File: config.mk
export PLATFORM = sky130hd
export DESIGN_NAME = fifo_rd_stream
export DESIGN_NICKNAME = d
export VERILOG_FILES = /design/src/rtl/fifo_rd_stream.sv
export SDC_FILE = /design/constraint.sdc
export NUM_CORES = 1
export LEC_CHECK = 0
export CAP_MARGIN = 0
export CORE_ASPECT_RATIO = 1.4
export CORE_MARGIN = 4
export CORE_UTILIZATION = 30
export DETAILED_ROUTE_END_ITERATION = 12
export GPL_TIMING_DRIVEN = 0
export PLACE_DENSITY = 0.52
export REMOVE_ABC_BUFFERS = 1
export SYNTH_ARGS = -nofsm -noshare
export SYNTH_HDL_FRONTEND = slang
export SYNTH_SLANG_ARGS = --single-unit
File: constraint.sdc
create_clock -name rd_clk -period 5.3 [get_ports rd_clk]
set_clock_uncertainty 0.1 [all_clocks]
set_input_delay 1.06 -clock rd_clk [delete_from_list [all_inputs] [get_ports rd_clk]]
set_output_delay 1.06 -clock rd_clk [all_outputs]
set_load 0.01 [all_outputs]
File: src/rtl/fifo_rd_stream.sv
// fifo_rd_stream: read-side adapter for the async FIFO.
// Issues fifo_rd_en in the rd_clk domain and absorbs the FIFO's one-cycle
// registered read latency in a 2-entry skid buffer. The words leave as a
// valid/ready stream at up to one word per cycle.
// Optional feature macro: FIFO_RD_STREAM_COUNT_EN adds the rd_beat_count
// delivered-word counter port.
module fifo_rd_stream #(
  parameter int unsigned data_width  = 8,
  parameter int unsigned count_width = 16
) (
  input  logic                   rd_clk,
  input  logic                   rd_reset,
  input  logic                   fifo_empty,
  input  logic [data_width-1:0]  fifo_data,
  output logic                   fifo_rd_en,
  output logic                   m_valid,
  input  logic                   m_ready,
  output logic [data_width-1:0]  m_data
`ifdef FIFO_RD_STREAM_COUNT_EN
  ,
  output logic [count_width-1:0] rd_beat_count
`endif
);

  logic [1:0]            r_occ;       // words held in head/tail (0..2)
  logic                  r_inflight;  // read issued last cycle, fifo_data valid now
  logic                  r_valid;     // registered copy of (occ != 0)
  logic [data_width-1:0] r_head;      // oldest word, drives m_data
  logic [data_width-1:0] r_tail;      // second word

  logic                  w_pop;
  logic                  w_push;
  logic [2:0]            w_space;
  logic [1:0]            w_occ_next;

  // Pop/push decode, free-slot count and the read request.
  // NOTE: every signal is assigned unconditionally here, so there is no path
  // that leaves one unassigned and no latch can be inferred.
  always_comb begin
    w_pop      = r_valid & m_ready;
    w_push     = r_inflight;
    // A slot freed by this cycle's pop can be refilled by a read issued now,
    // because that read's data only lands next cycle.
    w_space    = 3'd2 - {1'b0, r_occ} - {2'b00, r_inflight} + {2'b00, w_pop};
    w_occ_next = r_occ + {1'b0, w_push} - {1'b0, w_pop};
    fifo_rd_en = !rd_reset && !fifo_empty && (w_space != 3'd0);
  end

  assign m_valid = r_valid;
  assign m_data  = r_head;

  // Occupancy, in-flight flag and registered valid.
  // NOTE: state registers use non-blocking assignments so that every flop
  // samples the pre-edge values regardless of statement order.
  always_ff @(posedge rd_clk) begin
    if (rd_reset) begin
      r_occ      <= 2'd0;
      r_inflight <= 1'b0;
      r_valid    <= 1'b0;
    end else begin
      r_occ      <= w_occ_next;
      r_inflight <= fifo_rd_en;
      r_valid    <= (w_occ_next != 2'd0);
    end
  end

  // Skid buffer data: the arriving word goes to the first free slot, a pop
  // shifts tail into head.
  // NOTE: the two data registers are cleared on reset because m_data must
  // read as zero after reset; larger storage would normally be left unreset.
  always_ff @(posedge rd_clk) begin
    if (rd_reset) begin
      r_head <= '0;
      r_tail <= '0;
    end else begin
      case ({w_push, w_pop})
        2'b10: begin
          if (r_occ == 2'd0) r_head <= fifo_data;
          else               r_tail <= fifo_data;
        end
        2'b01: r_head <= r_tail;
        2'b11: begin
          if (r_occ == 2'd1) begin
            r_head <= fifo_data;
          end else begin
            r_head <= r_tail;
            r_tail <= fifo_data;
          end
        end
        default: ;
      endcase
    end
  end

`ifdef FIFO_RD_STREAM_COUNT_EN
  logic [count_width-1:0] r_beat_count;

  // Delivered-word counter, wraps modulo 2**count_width.
  always_ff @(posedge rd_clk) begin
    if (rd_reset)   r_beat_count <= '0;
    else if (w_pop) r_beat_count <= r_beat_count + 1'b1;
  end

  assign rd_beat_count = r_beat_count;
`endif

  // Buffered plus in-flight words can never exceed the two slots.
  a_occ_bound: assert property (@(posedge rd_clk) disable iff (rd_reset)
    ({1'b0, r_occ} + {2'b00, r_inflight}) <= 3'd2);

  // A read is never requested from an empty FIFO.
  a_no_read_empty: assert property (@(posedge rd_clk)
    !(fifo_rd_en && fifo_empty));

  // The counter width must be usable when the counter is built.
  a_count_width: assert property (@(posedge rd_clk) count_width > 0);

endmodule

==> impl_metrics.csv <==
group,metric,value,unit
pwr,p_int,397,uW
clock_tree,clockBufferDepth,2,
sta,max_slew_margin,31.1,%
sta,fmax,209,MHz
pwr,ir_worst_vdd,273,uV
cells_and_area,final_core_util,38.9,%
detailed_routing,firstDrtPassIters,6,
place,dp_slack,503,ps
detailed_routing,wl,2450,um
clock_tree,cts-root-buf,"clkbuf_8",
cells_and_area,antenna_cells,0,
detailed_routing,drc,0,
clock_tree,cts_buffers,3,
floorplanning,dieWidth,58.4,um
global_route,antenna_found_initial,0,
detailed_routing,wl_per_cell,14.8,um
cells_and_area,final_cells,166,
place,dp_cells,162,
critical_path,end_kind,"primary output",
global_route,grt_pass1_wl,4230,um
detailed_routing,viasPerCell,5.23,
cells_and_area,layout_common_cells,"clkdlybuf4s50_1 (21), dfxtp_1 (20), nand2b_1 (16)",
clock_tree,ctsResizeCount,0,
sta,period_share,90.4,%
yosys,synth_area_leaders,"dfxtp_1 (38%), a311oi_2 (11%), nand2b_1 (9.4%), mux2i_1 (7.5%), nor3_1 (4.7%)",
place,dpl.hpwl,1660,um
floorplanning,row_count,25,
detailed_routing,via_count,869,
sta,hold_viol_final,0,
detailed_routing,ant_nets,0,
clock_tree,cts_sinks,20,
global_route,grt_max_degree,30,
clock_tree,cts_tree,"built",
sta,fin_crit,4790,ps
global_route,grt_pass1_vias,912,
critical_path,start_kind,"input pin",
yosys,syn_avg_cell_area,9.77,um2
pwr,sw_frac_of_total,35.7,%
pwr,pwr-share-clk,18.7,%
floorplanning,io_pins,22,
sta,setup_tns,0,ps
clock_tree,clk_pin_slew,70,ps
yosys,yosysSeqAreaShare,37.6,%
worst_hold_path,min_path_type,"flop to flop",
place,port_buffers,21,
sta,setup_ws,510,ps
yosys,netlist_area,1060,um2
cells_and_area,final_common_cell,"clkdlybuf4s50_1",
pwr,p_per_area,466,nW/um2
floorplanning,core_area,3410,um2
global_route,grt_usage,11.7,%
pwr,power_frac_seq,37.6,%
clock_tree,cts_setup_buffers,0,
cells_and_area,nFillCells,350,
yosys,netlist_instances,109,
floorplanning,dieArea,4580,um2
sta,holdWs,374,ps
critical_path,cp.required,4140,ps
yosys,yosys_warnings,0,
pwr,p_leak,0.448,nW
clock_tree,clk_latency,250,ps
sta,slew_viol_final,0,
yosys,synth_top_area_share,37.6,%
sta,setup_viol,0,
yosys,synth.distinct_cells,27,
critical_path,arrival,3630,ps
clock_tree,htreeDepth,1,
cells_and_area,drive_gt1_share,11.1,%
floorplanning,initial_core_util,31.2,%
clock_tree,postCtsHoldBufs,0,
sta,rsz0062_at_grt,"no",
flow_run,drv_cap,0,
yosys,synth_top_area_cell,"dfxtp_1",
run_status,status,"completed",
pwr,p_comb_share,43.7,%
yosys,synth_seq_cells,20,
critical_path,setup.worst_path.class,"input pin to primary output",
global_route,grt_overflow,0,
critical_path,crit_fanout,18,
place,gp_congestion,0.662,
floorplanning,dieHeight,78.5,um
cells_and_area,nets,142,
detailed_routing,drt_iter0_drc,35,
sta,tightest_slew,1030,ps
cells_and_area,area_delta_synth_final,24.4,%
pwr,switchingPower,221,uW
[critical path: stages]
cell             delay [ps]
clkdlybuf4s50_1         530
and2_4                  300
inv_1                   220
fa_1                    420
ha_1                    280
nand2_1                  60
nor2_1                   50
nor3_1                  140
clkdlybuf4s50_1         590
[per-layer routing]
metal / vias up / global-route usage, % / part of all wire, %
li1: 423 / - / -
met1: 427 / 14.1 / 44
met2: 17 / 19.9 / 52
met3: 2 / 1.81 / 3.7
met4: 0 / 5.34 / 0.98
met5: - / 0 / 0
[area by class of cell]
cell class,instances,area [um2],share of cell area (%)
inverters,2,7.51,0.567
flip-flops and latches,20,400,30.2
repair buffers,21,210,15.9
multi-input cells,79,602,45.4
clock buffers,4,55.1,4.15
well taps,40,50.0,3.78
[sequential cells by signal, summed over array words and instances, names as in the netlist]
signal and flops:
m_valid 1, m_data 8, r_inflight 1, r_occ 2
r_tail 8
[cell families (layout without fill, tap and decap cells)]
| logic type | count (synthesis) | in the layout | synth area share (%) |
|---|---|---|---|
| xor+xnor | 2 | 2 | 1.65 |
| compound gates | 18 | 18 | 16.3 |
| fa+ha+maj | 3 | 3 | 4.23 |
| mux | 8 | 8 | 7.52 |
| buf+inv | 10 | 27 | 5.88 |
| simple gates | 48 | 48 | 26.8 |
| flops | 20 | 20 | 37.6 |
[path summary, 6_finish.rpt]
path	startpoint	to	slack [ps]	cells after the start
worst min register to register	r_tail[4]	r_tail[4]	370	2
worst max-delay path	m_ready	fifo_rd_en	510	9
worst max register to register	m_valid	r_inflight	3200	7
worst min-delay path	r_tail[4]	r_tail[4]	370	2
[metrics by stage]
stage | power, mW | cell area [um2]
global route | 0.666 | 1330
detailed placement | 0.510 | 1270
CTS | 0.629 | 1330
finish | 0.618 | 1330
global placement | 0.503 | 1270
floorplan | 0.402 | 1010
[power groups by stage]
stage | logic, mW | registers [mW] | clock network, mW
finish | 0.270 | 0.232 | 0.116
global route | 0.297 | 0.240 | 0.129
CTS | 0.276 | 0.233 | 0.120
detailed placement | 0.275 | 0.236 | 0
global placement | 0.270 | 0.233 | 0
floorplan | 0.161 | 0.241 | 0
[Yosys cell counts (all sizes together)]
master	number
dfxtp	20
nand4b	1
nand3	8
fa	1
inv	2
and3	1
buf	5
a21oi	1
and2	1
clkbuf	3
mux2i	8
a211o	1
and3b	1
ha	2
nor3	10
nand3b	2
a311oi	8
nand2	3
xnor2	2
nor3b	1
o21ai	8
nand2b	16
or2	1
nor2	3
(Power assumes the default switching activity.)
==> RTL edit 1: new RTL, same settings <==
Build with the macro `FIFO_RD_STREAM_COUNT_EN` defined.
--- a/src/rtl/fifo_rd_stream.sv
+++ b/src/rtl/fifo_rd_stream.sv
@@ -4,6 +4,8 @@
 // valid/ready stream at up to one word per cycle.
 // Optional feature macro: FIFO_RD_STREAM_COUNT_EN adds the rd_beat_count
 // delivered-word counter port.
+`define FIFO_RD_STREAM_COUNT_EN
+
 module fifo_rd_stream #(
   parameter int unsigned data_width  = 8,
   parameter int unsigned count_width = 16
Behaviour (old outputs only; new: rd_beat_count): unchanged (equiv_simple and equiv_induct, registers matched by name and starting in step).
==> RTL edit 1 against the original RTL <==
- routed wire length rose by 39%
- area after synthesis rose by 52%
- clock power rose by 73%
- total power rose by 32%
- sequential power rose by 54%
- sequential cell count rose by 16
- cell area rose by 61%
- setup slack improved by 0.15 ns
- non-clock buffer count rose by 16
- largest power group is now registers
- highest routed layer unchanged
==> RTL edit 1: results (changes against the original RTL) <==
synth_compound_area_share_pct: 11.9  # -4.4 points
synth_area_leaders: "dfxtp_1 (45%), mux2i_1 (9.9%), nor2_1 (6.7%), xnor2_1 (3.8%), a211oi_1 (3.7%)"
dp_slack_ns: 0.594  # +0.0904 ns
wire_per_inst_um: 12.2  # -17%
critPathMaxFanout: 11  # -7
r2r_end: "rd_beat_count[15]"
clk_latency_ns: 0.28  # +0.03 ns
cpPeakStageDelay_ns: 0.57  # -0.02 ns
antenna_found_initial: 0  # unchanged
wirelength_um: 3410  # +39%
hold_path_class: "reg -> reg"
placed_cells: 271  # +67%
synth_common_cells: "dfxtp_1 (36), nor2_1 (29), mux2i_1 (16)"
synth_adder_area_share_pct: 3.56  # -0.67 points
gr-usage-all-layers_pct: 11.0  # -0.71 points
layout.nets: 228  # +61%
status: "finished, final reports clean"
htreeDepth: 2  # +1
first_pass_iters: 4  # -2
relSlewSlack_pct: 26.8  # -4.3 points
synth_xor_area_share_pct: 5.42  # +3.8 points
grt_pass1_vias: 1313  # +44%
numCtsBuffers: 5  # +2
grt_max_degree: 39  # +30%
ir_drop_v: 0.000206  # -25%
grt_first_pass_wirelength_um: 5840  # +38%
leakagePower_nw: 0.761  # +70%
r2r_slack_ns: 3.23  # +0.03 ns
arrival_ns: 3.48  # -0.15 ns
hold_start: "rd_beat_count[15]"
whs_endpoint: "rd_beat_count[15]"
hold_ws_ns: 0.387  # +0.0126 ns
reg2reg_depth: 4  # -3
drt_iter0_drc: 85  # +140%
vias_per_cell: 4.68  # -11%
ys_seq_area_share_pct: 44.6  # +7.0 points
fmax_ghz: 0.216  # +3.3%
place_congestion: 0.672  # +1.5%
drive_above_1_share_pct: 6.57  # -4.5 points
dpl.hpwl_um: 2410  # +45%
port_buffers: 37  # +76%
synth_mux_area_share_pct: 10.6  # +3.1 points
ys_types: 37  # +37%
placedInstanceArea_um2: 2040  # +61%
## RTL edit 1: power breakdown
part           leakage [nW]  internal, mW  total [mW]  switching, mW
clock                0.0445         0.106       0.201         0.0957
sequential            0.293         0.317       0.358         0.0416
combinational         0.424         0.131       0.257          0.125
total                 0.761         0.554       0.816          0.263
## RTL edit 1: area by class of cell
type                       instances  area, um2
clock inverter                     1       7.51
sequential                        36        721
inverter                           7       26.3
timing repair buffer              37        365
fill                             552       3060
multi-input combinational        125        845
clock buffer                       7       86.3
tap                               66       82.6
## RTL edit 1: per-layer routing
| metal | up-vias | global-route usage, % | wire [um] |
|---|---|---|---|
| li1 | 681 | - | - |
| met1 | 593 | 11.7 | 1510 |
| met2 | 29 | 19.7 | 1660 |
| met3 | 4 | 3.41 | 182 |
| met4 | 0 | 5.27 | 66 |
| met5 | - | 0 | 0 |
## RTL edit 1: worst min-delay path, stage by stage (launching register included)
cell     delay, ns
dfxtp_1       0.32
o21ai_0       0.07
a21oi_1       0.06
==> RTL edit 2: new RTL, config.mk and constraints unchanged <==
Made on the original files. Set the parameter `data_width` to 12 (it was 8).
--- a/src/rtl/fifo_rd_stream.sv
+++ b/src/rtl/fifo_rd_stream.sv
@@ -5,7 +5,7 @@
 // Optional feature macro: FIFO_RD_STREAM_COUNT_EN adds the rd_beat_count
 // delivered-word counter port.
 module fifo_rd_stream #(
-  parameter int unsigned data_width  = 8,
+  parameter int unsigned data_width  = 12,
   parameter int unsigned count_width = 16
 ) (
   input  logic                   rd_clk,
Interface: changed (resized fifo_data and m_data); port bits go from 22 to 30. No check against the original RTL was run, so the function may have changed too.
==> RTL edit 2 against the original RTL <==
- register-to-register slack got worse by 0.18 ns
- cell area increased by 30%
- non-clock buffer count rose by 8
- routed wire length up 42%
- via count increased by 33%
- critical path type unchanged
- largest power group unchanged
- total power rose by 24%
- largest cell class unchanged
- area after synthesis increased by 31%
- setup slack worse by 0.18 ns
- die area increased by 27%
- sequential cell count is 8 higher
==> RTL edit 2: results (changes against the original RTL) <==
status: "finished, final reports clean"
first_pass_iters: 4  # -2
wirelength_um: 3490  # +42%
cts.sinks: 28  # +40%
relSlewSlack_pct: 17.8  # -13 points
routed-via-count: 1160  # +33%
drive_above_1_share_pct: 4.14  # -7.0 points
dp_slack_ns: -0.326  # -0.829 ns
clkTransAtPathRegs_ns: 0.09  # +0.02 ns
nonClkBufAreaFrac_pct: 16.9  # +1.0 points
grt_max_degree: 42  # +40%
critPathMaxFanout: 26  # +8
grt_first_pass_wirelength_um: 5670  # +34%
synth_area_leaders: "dfxtp_1 (40%), nand2b_1 (11%), mux2i_1 (8.6%), a311oi_1 (6.9%), nor3_1 (5.0%)"
place_congestion: 0.688  # +4.0%
hold_start: "r_tail[2]"
placed_cells: 228  # +41%
post_cts_resized: 1  # +1
gr-usage-all-layers_pct: 12.9  # +1.1 points
dpl.hpwl_um: 2340  # +41%
port_buffers: 29  # +38%
hold_path_class: "reg -> reg"
multi_input_area_share_pct: 43.1  # -2.3 points
drt_iter0_drc: 50  # +43%
wire_per_inst_um: 15.1  # +2.3%
p_seq_uw: 314  # +35%
leakagePower_nw: 0.569  # +27%
num-multi-input-gates: 107  # +35%
fill_cells: 485  # +39%
whs_endpoint: "r_tail[2]"
synth_common_cells: "dfxtp_1 (28), nand2b_1 (24), nor3_1 (14)"
ys_seq_area_share_pct: 40.3  # +2.7 points
syn_area_um2: 1390  # +31%
avgSynthCellArea_um2: 9.21  # -5.8%
arrival_ns: 3.81  # +0.18 ns
ys_types: 27  # unchanged
clk_share_pct: 2.41  # -1.7 points
cts-root-buf: "clkbuf_8"
clk_latency_ns: 0.27  # +0.02 ns
sh_seq_area_pct: 32.7  # +2.4 points
hold_ws_ns: 0.379  # +0.00482 ns
power_uw: 767  # +24%
internal_power_uw: 489  # +23%
-- RTL edit 2: changes by cell type in the layout (fill, tap and decap cells not counted), sizes merged --
cell / unedited run / this run
clkdlybuf4s50: 21 / 29
dfxtp: 20 / 28
nand2b: 16 / 24
a311oi: 8 / 12
mux2i: 8 / 12
nand3: 8 / 12
nor3: 10 / 14
o21ai: 8 / 12
clkbuf: 4 / 3
-- RTL edit 2: metal layers --
layer | GRT usage [%] | part of all wire, % | vias to the layer above
li1 | - | - | 575
met1 | 14.4 | 43 | 560
met2 | 22.9 | 52 | 21
met3 | 2.41 | 3.1 | 4
met4 | 6.79 | 1.3 | 0
met5 | 0 | 0 | -
-- RTL edit 2: cell families after synthesis --
kind of cell | synth area share, %
AO/OA/AOI/OAI | 13.3
XOR/XNOR | 1.26
adder cells (fa/ha/maj) | 3.24
buffers and inverters | 6.66
flip-flops | 40.3
multiplexers | 8.64
AND/OR/NAND/NOR | 26.6
-- RTL edit 2: worst max path at each step --
stage / from / end / slack, ns
after floorplan: m_ready / fifo_rd_en / 1.22
after global placement: m_ready / fifo_rd_en / -0.29
after detailed placement: m_ready / fifo_rd_en / -0.33
after CTS: m_ready / fifo_rd_en / 0.09
after global routing: m_ready / fifo_rd_en / 0.17
final: m_ready / fifo_rd_en / 0.33
-- RTL edit 2: worst max-delay path: stages --
cell	delay [ns]
clkdlybuf4s50_1	0.54
and2_4	0.35
inv_1	0.29
fa_1	0.45
ha_1	0.29
nand2_1	0.06
nor2_1	0.05
nor3_1	0.13
clkdlybuf4s50_1	0.59
